`src/rtl/mem_port_arbiter.sv`:
```
// mem_port_arbiter: shares one variable-latency memory port between IF and MEM with starvation guard and timeout trap.
// Define ARB_PERF_CNT_EN to add saturating stall-cycle counters perf_if_stall_o / perf_mem_stall_o.
module mem_port_arbiter #(
   parameter int ADDR_W     = 32,
   parameter int DATA_W     = 32,
   parameter int TIMEOUT    = 255,
   parameter int STARVE_MAX = 4
) (
   input  logic              clk_i,
   input  logic              rst_i,
   input  logic              if_req_i,
   input  logic [ADDR_W-1:0] if_addr_i,
   output logic [DATA_W-1:0] if_rdata_o,
   output logic              if_valid_o,
   output logic              if_stall_o,
   input  logic              mem_req_i,
   input  logic              mem_we_i,
   input  logic [ADDR_W-1:0] mem_addr_i,
   input  logic [DATA_W-1:0] mem_wdata_i,
   output logic [DATA_W-1:0] mem_rdata_o,
   output logic              mem_valid_o,
   output logic              mem_stall_o,
   output logic              m_req_o,
   output logic              m_we_o,
   output logic [ADDR_W-1:0] m_addr_o,
   output logic [DATA_W-1:0] m_wdata_o,
   input  logic [DATA_W-1:0] m_rdata_i,
   input  logic              m_ack_i,
   output logic              err_o
`ifdef ARB_PERF_CNT_EN
   ,
   output logic [31:0]       perf_if_stall_o,
   output logic [31:0]       perf_mem_stall_o
`endif
);
   localparam int TW = $clog2(TIMEOUT + 1);
   localparam int SW = $clog2(STARVE_MAX + 1);
   typedef enum logic [1:0] {IDLE, BUSY, RESP, ERR} state_t;
   state_t            r_state, w_next;
   logic              r_gnt_if, r_we;
   logic [ADDR_W-1:0] r_addr;
   logic [DATA_W-1:0] r_wdata, r_if_rdata, r_mem_rdata;
   logic [TW-1:0]     r_tmo;
   logic [SW-1:0]     r_starve;
   logic              w_grant, w_pick_if, w_tmo_hit;
   logic [TW-1:0]     w_tmo_inc;
   assign w_grant   = r_state == IDLE && (if_req_i || mem_req_i);
   // MEM is the older instruction, so it wins ties unless IF has been starved
   assign w_pick_if = if_req_i && (!mem_req_i || r_starve == SW'(STARVE_MAX));
   assign w_tmo_inc = r_tmo + TW'(1);
   assign w_tmo_hit = w_tmo_inc == TW'(TIMEOUT);
   always_comb begin
      w_next = r_state;
      unique case (r_state)
         IDLE:    w_next = (if_req_i || mem_req_i) ? BUSY : IDLE;
         BUSY:    w_next = m_ack_i ? RESP : (w_tmo_hit ? ERR : BUSY);
         RESP:    w_next = IDLE;
         default: w_next = ERR;
      endcase
   end
   always_ff @(posedge clk_i or negedge rst_i) begin
      if (!rst_i) begin
         r_state     <= IDLE;
         r_gnt_if    <= 1'b0;
         r_we        <= 1'b0;
         r_addr      <= '0;
         r_wdata     <= '0;
         r_if_rdata  <= '0;
         r_mem_rdata <= '0;
         r_tmo       <= '0;
         r_starve    <= '0;
      end else begin
         r_state <= w_next;
         if (w_grant) begin
            r_gnt_if <= w_pick_if;
            r_addr   <= w_pick_if ? if_addr_i : mem_addr_i;
            r_we     <= !w_pick_if && mem_we_i;
            r_wdata  <= w_pick_if ? '0 : mem_wdata_i;
         end
         if (r_state == BUSY && m_ack_i && r_gnt_if)
            r_if_rdata <= m_rdata_i;
         if (r_state == BUSY && m_ack_i && !r_gnt_if && !r_we)
            r_mem_rdata <= m_rdata_i;
         r_tmo <= (r_state == BUSY && !m_ack_i) ? w_tmo_inc : (r_state == ERR ? r_tmo : '0);
         if (!if_req_i)
            r_starve <= '0;
         else if (w_grant)
            r_starve <= w_pick_if ? '0 : r_starve + SW'(1);
      end
   end
   assign m_req_o     = r_state == BUSY;
   assign m_we_o      = r_we;
   assign m_addr_o    = r_addr;
   assign m_wdata_o   = r_wdata;
   assign if_rdata_o  = r_if_rdata;
   assign mem_rdata_o = r_mem_rdata;
   assign if_valid_o  = r_state == RESP && r_gnt_if;
   assign mem_valid_o = r_state == RESP && !r_gnt_if;
   assign if_stall_o  = if_req_i && !if_valid_o;
   assign mem_stall_o = mem_req_i && !mem_valid_o;
   assign err_o       = r_state == ERR;
`ifdef ARB_PERF_CNT_EN
   logic [31:0] r_perf_if, r_perf_mem;
   always_ff @(posedge clk_i or negedge rst_i) begin
      if (!rst_i) begin
         r_perf_if  <= '0;
         r_perf_mem <= '0;
      end else begin
         if (if_stall_o && !(&r_perf_if))
            r_perf_if <= r_perf_if + 32'd1;
         if (mem_stall_o && !(&r_perf_mem))
            r_perf_mem <= r_perf_mem + 32'd1;
      end
   end
   assign perf_if_stall_o  = r_perf_if;
   assign perf_mem_stall_o = r_perf_mem;
`endif
endmodule

```
`config.mk`:
```
export PLATFORM = sky130hd
export DESIGN_NAME = mem_port_arbiter
export DESIGN_NICKNAME = d
export VERILOG_FILES = /design/src/rtl/mem_port_arbiter.sv
export SDC_FILE = /design/constraint.sdc
export NUM_CORES = 1
export LEC_CHECK = 0
export CAP_MARGIN = 20
export CORE_AREA = 4 4 121 123
export DETAILED_ROUTE_END_ITERATION = 8
export DIE_AREA = 0 0 125 127
export DONT_BUFFER_PORTS = 1
export GPL_TIMING_DRIVEN = 0
export SLEW_MARGIN = 10
export SYNTH_ARGS = -nofsm -noshare
export SYNTH_HDL_FRONTEND = slang
export SYNTH_SLANG_ARGS = --single-unit
```
`constraint.sdc`:
```
create_clock -name clk_i -period 5 [get_ports clk_i]
set_clock_uncertainty 0.15 [all_clocks]
set_input_delay 1 -clock clk_i [delete_from_list [all_inputs] [get_ports clk_i]]
set_output_delay 1 -clock clk_i [all_outputs]
set_load 0.005 [all_outputs]
```
Yosys cells after proc, flatten, opt, wreduce, memory -nomap -nowiden
Index checks and enable logic that the tools add are counted.
W data, S select, Z words.
- shifts and indexed selects: 0
- multiply operators: 0
- add/sub/neg operators: 2
- eq/ne operators: 7
- muxes and demuxes: 11
- divide/modulo/power cells: 0
- bitwise gates (word level): 0
- reductions and logical operators: 22
- magnitude comparators: 0
- operators by type and width (kind ; count):
    $mux W32 ; 2
    $mux W8 ; 2
    $logic_and A1 B1 Y1 ; 12
    $mux W3 ; 3
    $add A8 B1 Y8 const B ; 1
    $eq A8 B8 Y1 const B ; 1
    $logic_not A1 Y1 ; 7
    $pmux W2 S3 ; 1
    $eq A2 B2 Y1 const B ; 2
    $mux W2 ; 2
    $add A3 B1 Y3 const B ; 1
    $eq A3 B3 Y1 const B ; 1
    $eq A2 B1 Y1 const B ; 1
    $logic_not A2 Y1 ; 1
    $logic_or A1 B1 Y1 ; 2
    $ne A2 B1 Y1 const B ; 1
    $ne A2 B2 Y1 const B ; 1
    $mux W1 ; 1
- flip-flop bits (word level): 143
- bits in writable memories: 0
- latch bits: 0
- input bits: 134
- output and inout port bits: 135
- logic and storage cells: 51
- memories kept: 0
- ROM bits: 0

Longest topological paths before layout
- word-level depth: 6
- mapped depth: 8
- mapped depth without buffers: 6

Worst setup path before layout
No wires, ideal clock.
- kind: input to output
- start: input port if_req_i
- end: output port if_stall_o
- arrival: 1.131 ns
- data required time: 3.850 ns
- slack: 2.719 ns
- stages: 1
- cell sequence: nor2b_1
- longest elaborated chain between the ends: 1
- RTL lines (what ; RTL line ; RTL):
    from (decl) ; 11 ; input logic if_req_i,
    $logic_and A1 B1 Y1 ; 99 ; assign if_stall_o = if_req_i && !if_valid_o;
    to (decl) ; 15 ; output logic if_stall_o,
No other way between the ends.

Final worst setup path
- start: register r_gnt_if
- end: output port mem_stall_o
- longest elaborated chain between the ends: 4
- RTL lines (what ; RTL line ; RTL):
    from (decl) ; 40 ; logic r_gnt_if, r_we;
    from (signal assigned) ; 75 ; r_gnt_if <= w_pick_if;
    $logic_not A1 Y1 ; 98 ; assign mem_valid_o = r_state == RESP && !r_gnt_if;
    $logic_and A1 B1 Y1 ; 98 ;
    net mem_valid_o ; 21 ; output logic mem_valid_o,
    $logic_not A1 Y1 ; 100 ; assign mem_stall_o = mem_req_i && !mem_valid_o;
    $logic_and A1 B1 Y1 ; 100 ;
    to (decl) ; 22 ; output logic mem_stall_o,
The timed path passes the listed nets, and every way through them passes these cells.

==> flow_summary.toml <==
[placement]
portBuffers = 0
finalWeightedCongestion = 0.801
hpwl_um = 11400

[synthesis]
synth_top_cell_area_share_pct = 59.1
synthFlopType = "dfrtp_1"
syn_area_um2 = 6050
yosys.cell_count.top_type = "dfrtp_1"
synthTopCellsByCount = "dfrtp_1, nand2_1, o21ai_1"
yosysTopAreaCell = "dfrtp_1"
synthTopCellsByArea = "dfrtp_1, mux2_2, nand2_1"
synth_seq_area_share_pct = 59.1
synthArstFlopShare_pct = 100
syn_avg_cell_area_um2 = 11.8
syn_nets = 649
synth-edff-count = 0
synth_cells = 511
synth.distinct_cells = 42
yosysWarnings = 0
ys_seq_elements = 143

[clocking]
clk_pin_slew_ns = 0.06
htree_levels = 4
clk_latency_ns = 0.40
clockBufferDepth = 2
cts_tree = "done"
post_cts_resized = 0
clockRootBuffer = "clkbuf_16"
post_cts_buffers = 0
clkSinkCount = 143
hold_buffers = 0
cts_buffers = 17

[detailed_routing]
drc = 0
antenna_left = 0
vias = 3984
vias_per_cell = 5.52
drt-initial-drc-count = 202
drt_first_pass_iters = 4
routed_wl_um = 15000
wl_per_cell_um = 20.8

[floorplan]
core_um2 = 13700
pin_count = 269
placementRows = 43
die_h_um = 127
initial_utilization_pct = 44.3
die_x_um = 125
die_area_um2 = 15900

[worst_setup_path]
worst_ep_arrival_time_ns = 1.39
worstSetupPathType = "reg -> out"
critPathMaxFanout = 5
required_ns = 3.85
crit_path_start_kind = "flip-flop"
end_kind = "output port"

[timing]
period_share_pct = 50.8
post-route-min-period_ns = 2.54
max_slew_margin_pct = 67.3
rsz0062_at_grt = "no"
fmax_mhz = 394
hold_viol_final = 0
finalMaxSlewViolations = 0
worst_pin_slew_ns = 0.491
hold-worst-slack_ns = 0.139
finalSetupTns_ns = 0
setup-violations-final = 0

[global_routing]
grt_pass1_wl_um = 23800
grt_max_degree = 144
grt_pass1_vias = 4361
track_usage_pct = 19.1
grt_overflow = 0
antenna_found_initial = 0

[outcome]
status = "finished, final reports clean"

[layout]
fin_nets = 668
drive_gt1_share_pct = 23.4
num_antenna_cells = 0
syn_to_final_growth_pct = 14.1
fin_util_pct = 50.5

[hold_path]
hold_class = "in -> async"

[pwr]
p_per_area_nw_per_um2 = 651
max-vdd-ir-drop_uv = 236
p_leak_nw = 3.23

[flow_run]
drv_cap = 0
## sequential cells by signal (all words and copies together) (netlist names)
name and flops:
if_rdata_o 32, m_addr_o 32, m_wdata_o 32, m_we_o 1
mem_rdata_o 32, r_gnt_if 1, r_starve 3, r_state 2
r_tmo 8
## final cells by class
| class | count | area [um^2] |
|---|---|---|
| clock inverter | 12 | 184 |
| tap | 180 | 225 |
| fill | 1205 | 6760 |
| sequential | 143 | 3580 |
| multi-input combinational | 330 | 2220 |
| clock buffer | 19 | 443 |
| buffer | 32 | 231 |
| inverter | 6 | 22.5 |
## per-layer routing
layer	up-vias	GRT usage, %	wire length (um)
li1	1783	-	-
met1	1941	20.7	5330
met2	237	31.8	7440
met3	23	10.3	1890
met4	0	7.27	335
met5	-	0	0
## cell families after synthesis
kind of cell / Yosys count / synth area share, %
DFF: 143 / 59.1
muxes: 96 / 17.2
and+or+nand+nor: 136 / 9.95
adders and majority gates: 4 / 0.827
xor gates and xnor gates: 4 / 0.579
buffers and inverters: 38 / 4.20
AOI/OAI and AO/OA: 90 / 8.11
## report_power, final
part / switching, mW / internal [mW]
Combinational: 0.500 / 0.506
Sequential: 0.469 / 1.69
Clock: 0.478 / 0.851
Total: 1.45 / 3.04
## worst max-delay path, stage by stage, from the launching register on
cell     delay [ns]
dfrtp_1        0.47
nor3b_1        0.39
nor2b_1        0.12
## cells in the final DEF, fill, tap and decap left out, drive strengths merged, types with 9 or more instances in the layout
| cell | count |
|---|---|
| buf | 25 |
| clkbuf | 26 |
| dfrtp | 143 |
| inv | 9 |
| mux2 | 64 |
| mux2i | 32 |
| nand2 | 108 |
| o21ai | 78 |
## path summary, 6_finish.rpt
path	startpoint	to	slack, ns	cells past startpoint
max reg2reg	r_starve[0]$_DFFE_PN0P_	m_addr_o[30]$_DFFE_PN0P_	2.98	8
min	rst_i	mem_rdata_o[5]$_DFFE_PN0P_	0.14	0
min reg2reg	m_wdata_o[20]$_DFFE_PN0P_	m_wdata_o[20]$_DFFE_PN0P_	0.37	2
min in group clk_i	m_wdata_o[20]$_DFFE_PN0P_	m_wdata_o[20]$_DFFE_PN0P_	0.37	2
max in group asynchronous	rst_i	m_wdata_o[6]$_DFFE_PN0P_	4.32	0
max	r_gnt_if$_DFFE_PN0P_	mem_stall_o	2.46	2
## through the flow
stage                     total power, mW  setup slack, ns  instances  area, um^2
final                                4.49             2.46        722        6900
after detailed placement             3.22             2.56        691        6280
after CTS                            4.57             2.36        722        6900
after floorplan                      2.84             2.72        511        6050
after global placement               3.15             2.59        691        6280
after global routing                 4.80             2.34        722        6900
(Power assumes the default switching activity.)
==> RTL edit (config.mk and constraints unchanged) <==
The option `ARB_PERF_CNT_EN` is turned on by a define.
--- a/src/rtl/mem_port_arbiter.sv
+++ b/src/rtl/mem_port_arbiter.sv
@@ -2,2 +2,4 @@
 // Define ARB_PERF_CNT_EN to add saturating stall-cycle counters perf_if_stall_o / perf_mem_stall_o.
+`define ARB_PERF_CNT_EN
+
 module mem_port_arbiter #(
Check against the original RTL (old outputs only; new: perf_if_stall_o and perf_mem_stall_o): equivalent (Yosys induction, for registers that start in step).
==> RTL edit against the unedited design <==
Power fell by 17%; area after synthesis rose by 49%; sequential share of layout area hardly changed; synthesized cell count is 56% higher; wire length is 50% higher; sequential cell count up 64; design area increased by 45%; via count increased by 57%; largest cell class unchanged; sequential power decreased by 13%; worst setup slack got worse by 0.44 ns.
==> RTL edit: results (changes against the unedited design) <==
| Metric | Value |
|---|---|
| Synth cell count leaders | `dfrtp_1 (207), nand2_1 (142), o21ai_0 (83)` |
| Worst reg2reg path depth | `5 (-3)` |
| Share of post-route cells with drive strength above 1 | `14.6% (-8.8 points)` |
| Setup ws final | `2.03 ns (-0.436 ns)` |
| Worst slack, placed | `1.95 ns (-0.616 ns)` |
| Max Root-Sink Buffers | `3 (+1)` |
| DP Cell Count | `976 (+41%)` |
| NumNets Final | `960 (+44%)` |
| CP max FO | `7 (+2)` |
| Seq/Total Area, Yosys | `57.5% (-1.7 points)` |
| Crit path DAT | `1.82 ns (+0.43 ns)` |
| R2r setup slk | `2.62 ns (-0.36 ns)` |
| Critical Path Start | `r_state[1]$_DFF_PN0_` |
| Pin count of the biggest net entering global routing | `208 (+44%)` |
| Synthesized net count | `936 (+44%)` |
| Worst r2r dst | `perf_if_stall_o[15]$_DFFE_PN0P_` |
| Gr usage total | `27.8% (+8.7 points)` |
| Outcome | `finished, final reports clean` |
| Layout Cells excl Fill | `1015 (+41%)` |
| HPWL Detailed | `17100 um (+51%)` |
| Worst r2r src | `perf_if_stall_o[18]$_DFFE_PN0P_` |
| CTS Buf Count | `22 (+5)` |
| Lkg Pwr | `4.90 nW (+52%)` |
| Library cells used by synthesis | `45 (+7.1%)` |
| Area contributors post-synth | `dfrtp_1 (57%), mux2_2 (8.4%), nand2_1 (5.9%), o21ai_0 (4.6%), mux2i_1 (3.8%)` |
| Worst-Skew Late Latency | `0.49 ns (+0.09 ns)` |
| Drt total wl | `22500 um (+50%)` |
| Via density | `6.16 (+12%)` |
| Final GP Congestion | `0.877 (+9.5%)` |
-- RTL edit: stage by stage --
stage,hold WS [ns],cell area (um^2)
final,0.0500,10000
after global routing,0.0258,10000
after CTS,0.0342,10000
after detailed placement,0.358,9240
after global placement,0.351,9240
after floorplan,0.323,9010
-- RTL edit: power by group --
| group | switching [W] | internal [W] |
|---|---|---|
| Combinational | 0.0000997 | 0.0000842 |
| Clock | 0.000620 | 0.00103 |
| Sequential | 0.000132 | 0.00174 |
-- RTL edit: per-layer routing --
layer / routed length [um] / GRT usage, %
met1: 8080 / 33.3
met2: 11700 / 48.1
met3: 2030 / 8.61
met4: 756 / 9.50
met5: 0 / 0
-- RTL edit: final cells by class --
type	instances	area, um^2
Buffer	31	126
Clock buffer	33	673
Clock inverter	6	85.1
Fill cell	965	3670
Inverter	9	33.8
Multi-Input combinational cell	549	3670
Sequential cell	207	5180
Tap cell	180	225
-- RTL edit: logic make-up (layout without fill, tap and decap cells) --
family / after synthesis / in the layout / synth area share [%]
compound gates: 98 / 98 / 5.71
flops: 207 / 207 / 57.5
fa+ha+maj: 6 / 6 / 0.833
mux: 102 / 102 / 12.3
xor+xnor: 58 / 58 / 5.64
buf+inv: 40 / 79 / 1.78
simple gates: 285 / 285 / 16.3
-- RTL edit: worst max-delay path, delay by kind of cell, from the launching register on --
| family | cells | cell delay, ns |
|---|---|---|
| and+or+nand+nor | 2 | 0.75 |
| DFF | 1 | 0.46 |
| buffers and inverters | 1 | 0.13 |
